==> src/rtl/led_pkg.sv <==
// Shared definitions for the LED breathing sequencer and the PWM generator.
package led_pkg;

  // Default duty width and peak, shared with the PWM generator.
  localparam int DUTY_W_DEF   = 8;
  localparam int DUTY_MAX_DEF = 255;

  // Breathing profile phases.
  typedef enum logic [2:0] {
    IDLE   = 3'd0,
    UP     = 3'd1,
    HOLD_H = 3'd2,
    DOWN   = 3'd3,
    HOLD_L = 3'd4
  } state_t;

endpackage

==> src/rtl/led_breath_ctrl_if.sv <==
// Duty-cycle handshake between the breathing sequencer and the PWM generator.
//
// Handshake: a transfer happens on a rising clk edge where duty_valid and
// duty_ready are both 1. While duty_valid is 1, duty holds steady and
// duty_valid stays high until that transfer. duty_ready may be high while
// duty_valid is low; nothing happens then. The only way duty_valid drops
// without a transfer is an asynchronous reset.
interface led_breath_ctrl_if
  import led_pkg::*;
#(
  parameter int DUTY_W = DUTY_W_DEF
);
  logic [DUTY_W-1:0] duty;
  logic              duty_valid;
  logic              duty_ready;

  modport master (output duty, output duty_valid, input duty_ready);
  modport slave  (input duty, input duty_valid, output duty_ready);
endinterface

==> src/rtl/led_sat_step.sv <==
// Saturating step of a duty level by STEP, bounded to 0..DUTY_MAX.
module led_sat_step #(
  parameter int DUTY_W   = 8,
  parameter int DUTY_MAX = 255,
  parameter int STEP     = 1
) (
  input  logic [DUTY_W-1:0] duty,
  input  logic              up,
  output logic [DUTY_W-1:0] nxt
);
  // A step larger than the peak behaves exactly like a step equal to it.
  localparam int              STEP_C = (STEP > DUTY_MAX) ? DUTY_MAX : STEP;
  localparam logic [DUTY_W:0] STEP_X = (DUTY_W+1)'(STEP_C);
  localparam logic [DUTY_W:0] MAX_X  = (DUTY_W+1)'(DUTY_MAX);
  localparam logic [DUTY_W-1:0] STEP_N = DUTY_W'(STEP_C);
  localparam logic [DUTY_W-1:0] MAX_V  = DUTY_W'(DUTY_MAX);

  logic [DUTY_W:0] sum;

  // Sum is one bit wider than duty so the upward clamp never sees a wrap.
  always_comb begin
    sum = {1'b0, duty} + STEP_X;
    nxt = '0;
    if (up) begin
      nxt = (sum >= MAX_X) ? MAX_V : sum[DUTY_W-1:0];
    end else begin
      nxt = (duty > STEP_N) ? (duty - STEP_N) : '0;
    end
  end
endmodule

==> src/rtl/led_breath_ctrl.sv <==
// Breathing duty sequencer: ramp up, hold high, ramp down, hold low, repeat.
// One duty value is handed to the PWM generator per transfer.
module led_breath_ctrl
  import led_pkg::*;
#(
  parameter int DUTY_W    = DUTY_W_DEF,
  parameter int DUTY_MAX  = DUTY_MAX_DEF,
  parameter int STEP      = 1,
  parameter int PRESCALE  = 4,
  parameter int HOLD_HIGH = 2,
  parameter int HOLD_LOW  = 2
) (
  input  logic                      clk,
  input  logic                      rst_n,
  input  logic                      en,
  led_breath_ctrl_if.master         bus,
  output logic                      ramp_dir,
  output logic                      cycle_done,
  output state_t                    state_dbg
);
  localparam int PMAX_A = (PRESCALE > HOLD_HIGH) ? PRESCALE : HOLD_HIGH;
  localparam int PMAX   = (PMAX_A > HOLD_LOW) ? PMAX_A : HOLD_LOW;
  localparam int PW     = (PMAX < 1) ? 1 : $clog2(PMAX + 1);

  localparam logic [PW-1:0]     LAST_PRE = PW'(PRESCALE - 1);
  localparam logic [PW-1:0]     LAST_HH  = PW'(HOLD_HIGH - 1);
  localparam logic [PW-1:0]     LAST_HL  = PW'(HOLD_LOW - 1);
  localparam logic [DUTY_W-1:0] MAX_V    = DUTY_W'(DUTY_MAX);

  state_t            state;
  logic [PW-1:0]     pcnt;
  logic [DUTY_W-1:0] duty_q;
  logic              valid_q;
  logic [DUTY_W-1:0] step_nxt;
  logic              step_up;
  logic              xfer;

  assign xfer           = valid_q & bus.duty_ready;
  assign bus.duty       = duty_q;
  assign bus.duty_valid = valid_q;
  assign state_dbg      = state;

  // Rising phases step upward; HOLD_L leaves into UP at one step above zero.
  assign step_up = (state == UP) || (state == HOLD_L);

  led_sat_step #(
    .DUTY_W   (DUTY_W),
    .DUTY_MAX (DUTY_MAX),
    .STEP     (STEP)
  ) u_step (
    .duty (duty_q),
    .up   (step_up),
    .nxt  (step_nxt)
  );

  // Phase sequencing; every state change and level load happens on a transfer.
  always_ff @(posedge clk or negedge rst_n) begin
    if (!rst_n) begin
      state      <= IDLE;
      pcnt       <= '0;
      duty_q     <= '0;
      valid_q    <= 1'b0;
      ramp_dir   <= 1'b0;
      cycle_done <= 1'b0;
    end else begin
      cycle_done <= 1'b0;
      if (state == IDLE) begin
        if (en) begin
          state    <= UP;
          pcnt     <= '0;
          duty_q   <= '0;
          valid_q  <= 1'b1;
          ramp_dir <= 1'b1;
        end
      end else if (xfer) begin
        if (!en) begin
          // Disable takes effect only at a transfer so valid never drops early.
          state    <= IDLE;
          pcnt     <= '0;
          duty_q   <= '0;
          valid_q  <= 1'b0;
          ramp_dir <= 1'b0;
        end else begin
          case (state)
            UP: begin
              if (pcnt == LAST_PRE) begin
                pcnt   <= '0;
                duty_q <= step_nxt;
                if (step_nxt == MAX_V) state <= HOLD_H;
              end else begin
                pcnt <= pcnt + 1'b1;
              end
            end
            HOLD_H: begin
              if (pcnt == LAST_HH) begin
                state    <= DOWN;
                pcnt     <= '0;
                duty_q   <= step_nxt;
                ramp_dir <= 1'b0;
              end else begin
                pcnt <= pcnt + 1'b1;
              end
            end
            DOWN: begin
              if (pcnt == LAST_PRE) begin
                pcnt   <= '0;
                duty_q <= step_nxt;
                if (step_nxt == '0) state <= HOLD_L;
              end else begin
                pcnt <= pcnt + 1'b1;
              end
            end
            HOLD_L: begin
              if (pcnt == LAST_HL) begin
                state      <= UP;
                pcnt       <= '0;
                duty_q     <= step_nxt;
                ramp_dir   <= 1'b1;
                cycle_done <= 1'b1;
              end else begin
                pcnt <= pcnt + 1'b1;
              end
            end
            default: begin
              state <= IDLE;
            end
          endcase
        end
      end
    end
  end
endmodule

==> src/flat_wrapper.sv <==
// flat-port wrapper written by rule: the top's interface ports become plain ports
module led_breath_ctrl_flat import led_pkg::*;
#(
  parameter int DUTY_W    = DUTY_W_DEF,
  parameter int DUTY_MAX  = DUTY_MAX_DEF,
  parameter int STEP      = 1,
  parameter int PRESCALE  = 4,
  parameter int HOLD_HIGH = 2,
  parameter int HOLD_LOW  = 2
)
  (clk, rst_n, en, ramp_dir, cycle_done, state_dbg, bus_duty, bus_duty_valid, bus_duty_ready);
  led_breath_ctrl_if #(.DUTY_W(DUTY_W)) bus_i ();
  input  logic clk;
  input  logic rst_n;
  input  logic en;
  output logic ramp_dir;
  output logic cycle_done;
  output state_t state_dbg;
  output wire logic [$bits(bus_i.duty)-1:0] bus_duty;
  output wire logic [$bits(bus_i.duty_valid)-1:0] bus_duty_valid;
  input wire logic [$bits(bus_i.duty_ready)-1:0] bus_duty_ready;
  assign bus_duty = bus_i.duty;
  assign bus_duty_valid = bus_i.duty_valid;
  assign bus_i.duty_ready = bus_duty_ready;
  led_breath_ctrl #(.DUTY_W(DUTY_W), .DUTY_MAX(DUTY_MAX), .STEP(STEP), .PRESCALE(PRESCALE), .HOLD_HIGH(HOLD_HIGH), .HOLD_LOW(HOLD_LOW)) u_core (.clk(clk), .rst_n(rst_n), .en(en), .bus(bus_i), .ramp_dir(ramp_dir), .cycle_done(cycle_done), .state_dbg(state_dbg));
endmodule
==> config.mk <==
export PLATFORM = sky130hd
export DESIGN_NAME = led_breath_ctrl_flat
export DESIGN_NICKNAME = d
export VERILOG_FILES = /design/src/rtl/led_pkg.sv /design/src/rtl/led_breath_ctrl_if.sv /design/src/rtl/led_sat_step.sv /design/src/rtl/led_breath_ctrl.sv /design/src/flat_wrapper.sv
export SDC_FILE = /design/constraint.sdc
export NUM_CORES = 1
export LEC_CHECK = 0
export CAP_MARGIN = 10
export CORE_ASPECT_RATIO = 1.2
export CORE_MARGIN = 4
export CORE_UTILIZATION = 40
export CTS_CLUSTER_SIZE = 40
export DETAILED_ROUTE_END_ITERATION = 8
export GPL_ROUTABILITY_DRIVEN = 0
export GPL_TIMING_DRIVEN = 0
export PLACE_DENSITY = 0.58
export SLEW_MARGIN = 15
export SYNTH_ARGS = -nofsm -noshare
export SYNTH_HDL_FRONTEND = slang
export SYNTH_SLANG_ARGS = --single-unit
==> constraint.sdc <==
create_clock -name clk -period 3.5 [get_ports clk]
set_clock_uncertainty 0.15 [all_clocks]
set_input_delay 0.7 -clock clk [delete_from_list [all_inputs] [get_ports clk]]
set_output_delay 0.7 -clock clk [all_outputs]
set_load 0.01 [all_outputs]
# After elaboration in Yosys (flattened, before gate mapping)
# Cells that the tools add are included.
dict set report op_classes {
  bitwise_logic 1
  n_mux 43
  add_sub_neg 3
  n_eq_ne 19
  magnitude_cmp 2
  shift 0
  n_div 0
  reduce_logical 11
  multipliers 0
}
# cell n
set op_table {}
lappend op_table {{$mux W8} 9}
lappend op_table {{$mux W3} 16}
lappend op_table {{$ne A4 B2 Y1 const B} 5}
lappend op_table {{$pmux W8 S2} 1}
lappend op_table {{$mux W1} 14}
lappend op_table {{$ne A4 B4 Y1 const B} 3}
lappend op_table {{$pmux W3 S4} 1}
lappend op_table {{$reduce_and A5 Y1} 2}
lappend op_table {{$add A8 B1 Y9 const B} 1}
lappend op_table {{$eq A3 B2 Y1 const B} 3}
lappend op_table {{$ge A9 B8 Y1 const B} 1}
lappend op_table {{$eq A8 B8 Y1 const B} 1}
lappend op_table {{$gt A8 B1 Y1 const B} 1}
lappend op_table {{$logic_not A8 Y1} 1}
lappend op_table {{$reduce_and A8 Y1} 1}
lappend op_table {{$sub A8 B1 Y8 const B} 1}
lappend op_table {{$eq A3 B1 Y1 const B} 2}
lappend op_table {{$pmux W3 S2} 1}
lappend op_table {{$reduce_and A3 Y1} 2}
lappend op_table {{$ne A4 B1 Y1 const B} 1}
lappend op_table {{$ne A4 B3 Y1 const B} 1}
lappend op_table {{$reduce_or A2 Y1} 2}
lappend op_table {{$add A3 B1 Y3 const B} 1}
lappend op_table {{$eq A3 B3 Y1 const B} 1}
lappend op_table {{other kinds (7)} 7}
dict set report word_totals {
  n_memories 0
  out_inout_bits 14
  reg_bits 17
  mem_bits_ro 0
  wordCells 85
  in_bits 4
  latch_bits 0
  mem_bits_rw 0
}

# Logic depth before layout (Yosys ltp)
# Gate-level depths: netlist of the first run.
dict set report logic_depth {
  word_depth 11
  depth_mapped 10
  ltp_nobuf 10
}

# By module
# Synthesis of the first run repeated with hierarchy kept, for this count alone.
dict set report hier_totals {
  hier_cells 186
  area_unflattened_um2 1534.0
}
# module cells_per_inst area_each_um2 instances seq_area_each_um2
set modules_own_cells {}
lappend modules_own_cells {led_breath_ctrl 105 1008.5 1 425.4}
lappend modules_own_cells {led_sat_step 81 525.5 1 0.0}

# Least setup slack after synthesis of the first run
# OpenSTA, ideal clock, no wires.
dict set report synth_path {
  path_kind {register to register}
  from {reg u_core.duty_q[0] (netlist: u_core.bus.duty[0])}
  to {reg u_core.state[1] (netlist: u_core.state_dbg[1])}
  arrival_ns 2.655
  stages_incl_launch_ff 11
  synth_period_minus_slack_ns 2.892
  path_slack_ns 0.608
  setup_time_ns 0.087
  n_path_buf 0
  required_time_ns 3.263
  cell_sequence {dfrtp_1 inv_1 ha_1 or2_2 nand4_1 a21oi_1 nor4b_1 nand4_1 a2111o_1 a211o_1 a22oi_1}
}
dict set report synth_between {
  elab_chain_cells 7
  elab_cells_between_ends 12
  classes_between {add/sub (2); order compare (2); eq/ne (3); mux (3); reduce/logical (2)}
}
# item line
set synth_lines {}
lappend synth_lines {{start: declaration} led_breath_ctrl.sv:32} ;# logic [DUTY_W-1:0] duty_q;
lappend synth_lines {{start signal: assignment} led_breath_ctrl.sv:88} ;# duty_q <= step_nxt;
lappend synth_lines {{start signal: assignment} led_breath_ctrl.sv:98} ;# duty_q <= step_nxt;
lappend synth_lines {{start signal: assignment} led_breath_ctrl.sv:107} ;# duty_q <= step_nxt;
lappend synth_lines {{$add A8 B1 Y9} led_sat_step.sv:22} ;# sum = {1'b0, duty} + STEP_X;
lappend synth_lines {{$ge A9 B8 Y1} led_sat_step.sv:25} ;# nxt = (sum >= MAX_X) ? MAX_V : sum[DUTY_W-1:0];
lappend synth_lines {{$mux W8} led_sat_step.sv:25}
lappend synth_lines {{$mux W8 *} led_sat_step.sv:24} ;# if (up) begin
lappend synth_lines {{$eq A8 B8 Y1 or $logic_not A8 Y1 (tied branches)} {led_breath_ctrl.sv:89, led_breath_ctrl.sv:108}}
lappend synth_lines {{$ne A4 B4 Y1 (no source line) or $ne A4 B2 Y1 (tied branches)} n/a}
lappend synth_lines {{$reduce_and A8 Y1 (no source line) *} n/a}
lappend synth_lines {{end signal: assignment} led_breath_ctrl.sv:89} ;# if (step_nxt == MAX_V) state <= HOLD_H;
lappend synth_lines {{end signal: assignment} led_breath_ctrl.sv:96} ;# state <= DOWN;
lappend synth_lines {{end signal: assignment} led_breath_ctrl.sv:108} ;# if (step_nxt == '0) state <= HOLD_L;
lappend synth_lines {{end: declaration} led_breath_ctrl.sv:30} ;# state_t state;
# Mark *: on every way between the ends. The rest lies on a longest branch, timed or not.
# A chain may end at the register's enable or synchronous reset.

# Worst setup path after layout of the first run
dict set report layout_path {
  from {reg u_core.duty_q[1] (netlist: u_core.bus.duty[1])}
  to {reg u_core.state[2] (netlist: u_core.state_dbg[2])}
}
# Same word-level chain as after synthesis.

==> results by group, run 1 <==
Drt
  • Vias: roughly 1,600
  • DRC: 0
  • First drt pass iteration count: 4
  • Wire per inst: 15.2 um
  • Final WL: about 4200 um
  • Post-route ant nets: 0
  • DR iter-0 viols: 196
  • Vias per cell: 5.86

Global routing
  • Global-route usage over all layers: 17.7%
  • Initial antenna violation count: 0
  • Grt ovf: 0
  • First-pass GRT wire length: 7180 um
  • Vias in the first global route: 1,547
  • Largest net degree at the start of global routing: 18

STA
  • Relative slew slack: 48.2%
  • Worst Max-Slew Pin Slew: between 0.7 and 0.8 ns
  • Worst Hold Slack: ~0.36 ns
  • RSZ-0062 raised after global routing: false
  • Tmin final: 3.24 ns
  • Post-route setup TNS: 0 ns
  • Final Cycle Share: 92.5%
  • Final setup violation count: 0
  • Slew Viols, Final: 0
  • Peak Freq: 309 MHz
  • Final hold vios: 0
  • Setup WS post-layout: 0.261 ns

Floorplanning
  • Row count: 24
  • Die width: between 60 and 70 um
  • I/O pins: 18
  • Die Span Y: 77.2 um
  • Core ar.: 0.00375 mm^2
  • Die area: roughly 0.0051 mm^2
  • Initial core utilization: a little over two fifths

Placed design
  • Dpl ws: 0.200 ns
  • Port bufs: 16
  • Placement Cell Area: 0.00182 mm^2
  • Detailed Place HPWL: 3300 um
  • Dpl cells: roughly 280

Setup path
  • Top delay family on crit path: compound AO/OA/AOI/OAI gates
  • Worst Path Required: 3.53 ns
  • Crit Path Max Fanout: 10
  • CP Buf/Inv Count: 1
  • CP max stage cell: dfrtp_1
  • CP peak stage delay: 0.51 ns
  • Most common cell on crit path: nand4_1
  • Crit Path Category: reg -> reg
  • CP Launch Type: register
  • Critical path, cell by cell: inv_1 -> ha_1 -> or2_2 -> nand4_1 -> a21oi_1 -> a211oi_1 -> nand4_1 -> a2111o_1 -> a31oi_1 -> a32o_1
  • CP arrival: 3.27 ns
  • CP endpoint kind: register

CTS
  • CTS tree: yes
  • H-tree Lvls: 1
  • Clock Latency Late Sink: around 0.25 ns
  • Hold Buf Count CTS: 0
  • Root buffer cell: clkbuf_8
  • Total CTS buffers: 3
  • Post-CTS setup repair buffer count: 0
  • Longest Clk Path Bufs: 2
  • Total clock sinks: 17
  • Reg clk slew, reported paths: 0.06 ns

Logic synthesis
  • Register area share after synthesis: 26.7%
  • Synth area leader: dfrtp_1
  • #FFs+latches synth: 17
  • Netlist cell types: 45
  • Post-synth top area share: 26.7%
  • Mapped Area: about 0.0016 mm^2
  • Avg Inst Size Synth: 7.71 um^2
  • Top cells by area, synth: dfrtp_1, nand2_1, ha_1, nor2_1, o21ai_0
  • Commonest register cell after synthesis: dfrtp_1
  • Post-Syn Nets: roughly 220
  • Ys async rst share: 100%
  • Ys Warns: 0
  • Post-synth EDFFs: 0
  • Cells after Synth: 207

Hold path
  • Hold crit path type: reg -> reg

Power and ir drop
  • Clock network power share: 36.6%
  • Int Power: ~0.30 mW
  • Maximum vdd drop: 0.150 mV
  • Comb power frac: around 13%
  • Sequential share of power: 50.8%
  • Pwr Total: 0.392 mW
  • Switch share: 24.0%
  • P_leak: 0.729 nW
  • P per Cell Area: 210 mW/mm^2
  • Switching power: 0.0941 mW

Final layout
  • Final Non-Filler Cells: 278
  • Utilization after layout: 49.6%
  • Final nets: roughly 240
  • Most frequent cells in the layout: nand2_1, nor2_1, clkdlybuf4s50_1, dfrtp_1, o21ai_0
  • Commonest non-fill, non-tap cell in the layout: nand2_1
  • ANT cells: 0
  • Layout cells sized above 1: 7.96%
  • Area delta synth->final: 16.8%
  • Fin area: between 0.0015 and 0.002 mm^2

Flow run
  • # Max-Cap Violations: 0

Outcome
  • Status: finished clean
## synthesized netlist by cell type (all sizes together), types with 4 or more instances
master and instances:
o21ai 14, inv 10, clkbuf 6, a31oi 4
a21oi 9, a211oi 5, nand2 28, a21o 4
dfrtp 17, nand3 5, nor3 10, buf 8
xnor2 4, nor2 22, ha 8, nand4 4
o31ai 7
## tightest hold or removal path, stage by stage, from the launching register on
cell and delay [ns]:
dfrtp_1 0.34, o21ai_0 0.08, nand2_1 0.05
## final timing paths
| check | start | cells after the start | end | slack [ns] |
|---|---|---|---|---|
| max in group asynchronous | rst_n | 1 | u_core.bus.duty[0]$_DFFE_PN0P_ | 1.91 |
| worst min-delay path | u_core.ramp_dir$_DFFE_PN0P_ | 2 | u_core.ramp_dir$_DFFE_PN0P_ | 0.36 |
| min in group asynchronous | rst_n | 1 | u_core.state_dbg[0]$_DFFE_PN0P_ | 0.76 |
| worst max-delay path | u_core.bus.duty[1]$_DFFE_PN0P_ | 10 | u_core.state_dbg[2]$_DFFE_PN0P_ | 0.26 |
| worst min register to register | u_core.ramp_dir$_DFFE_PN0P_ | 2 | u_core.ramp_dir$_DFFE_PN0P_ | 0.36 |
| worst max register to register | u_core.bus.duty[1]$_DFFE_PN0P_ | 10 | u_core.state_dbg[2]$_DFFE_PN0P_ | 0.26 |
## state kept, by name (all words and copies together), names as in the netlist
register               flops
u_core.bus.duty_valid      1
u_core.state_dbg           3
u_core.bus.duty            8
u_core.pcnt                3
u_core.ramp_dir            1
u_core.cycle_done          1
## cell type report
type / instances / area (um^2)
Sequential cell: 17 / 427
Inverter: 10 / 37.5
Timing Repair Buffer: 16 / 160
Clock buffer: 4 / 45.0
Multi-Input combinational cell: 166 / 1070
Buffer: 13 / 58.8
Tap cell: 52 / 65.1
Fill cell: 397 / 1890
## kinds of logic after synthesis
kind of cell    synth area share, %
buf+inv                        6.27
fa+ha+maj                      6.27
xor+xnor                       3.84
mux                            2.67
flops                          26.7
simple gates                   26.7
compound gates                 27.6
## power groups by stage
| stage | Clock (mW) | Sequential (mW) | Combinational [mW] |
|---|---|---|---|
| 4_1_cts | 0.149 | 0.199 | 0.0490 |
| 3_5_place_dp | 0 | 0.203 | 0.0489 |
| 5_1_grt | 0.156 | 0.199 | 0.0543 |
| 6_report | 0.144 | 0.199 | 0.0490 |
| 3_3_place_gp | 0 | 0.203 | 0.0480 |
| 2_1_floorplan | 0 | 0.203 | 0.0316 |
## timing repair
action / in CTS / in global routing
gates resized for setup: 0 / 1
endpoints found under the setup margin: 0 / 3
hold endpoints to repair: 0 / 0
## per-layer routing
metal | part of all wire [%] | up-vias | track usage [%]
li1 | - | 796 | -
met1 | 43 | 777 | 22.3
met2 | 52 | 50 | 29.8
met3 | 3.5 | 6 | 1.75
met4 | 1.8 | 0 | 8.30
met5 | 0 | - | 0
Power figures use the tool's default switching activity.
==> inputs of run 2 (changes only) <==
--- a/config.mk
+++ b/config.mk
@@ -5,7 +5,7 @@
 export SDC_FILE = /design/constraint.sdc
 export NUM_CORES = 1
 export LEC_CHECK = 0
-export CAP_MARGIN = 10
+export CAP_MARGIN = 20
 export CORE_ASPECT_RATIO = 1.2
 export CORE_MARGIN = 4
 export CORE_UTILIZATION = 40
@@ -14,7 +14,7 @@
 export GPL_ROUTABILITY_DRIVEN = 0
 export GPL_TIMING_DRIVEN = 0
 export PLACE_DENSITY = 0.58
-export SLEW_MARGIN = 15
+export SLEW_MARGIN = 5
 export SYNTH_ARGS = -nofsm -noshare
 export SYNTH_HDL_FRONTEND = slang
 export SYNTH_SLANG_ARGS = --single-unit
==> results of run 2 <==
Final layout, timing and power as in run 1 (identical DEF).
==> inputs of run 3 (changes only) <==
--- a/config.mk
+++ b/config.mk
@@ -5,7 +5,6 @@
 export SDC_FILE = /design/constraint.sdc
 export NUM_CORES = 1
 export LEC_CHECK = 0
-export CAP_MARGIN = 20
 export CORE_ASPECT_RATIO = 1.2
 export CORE_MARGIN = 4
 export CORE_UTILIZATION = 40
==> results of run 3 <==
Final layout, timing and power as in run 1 (identical DEF).
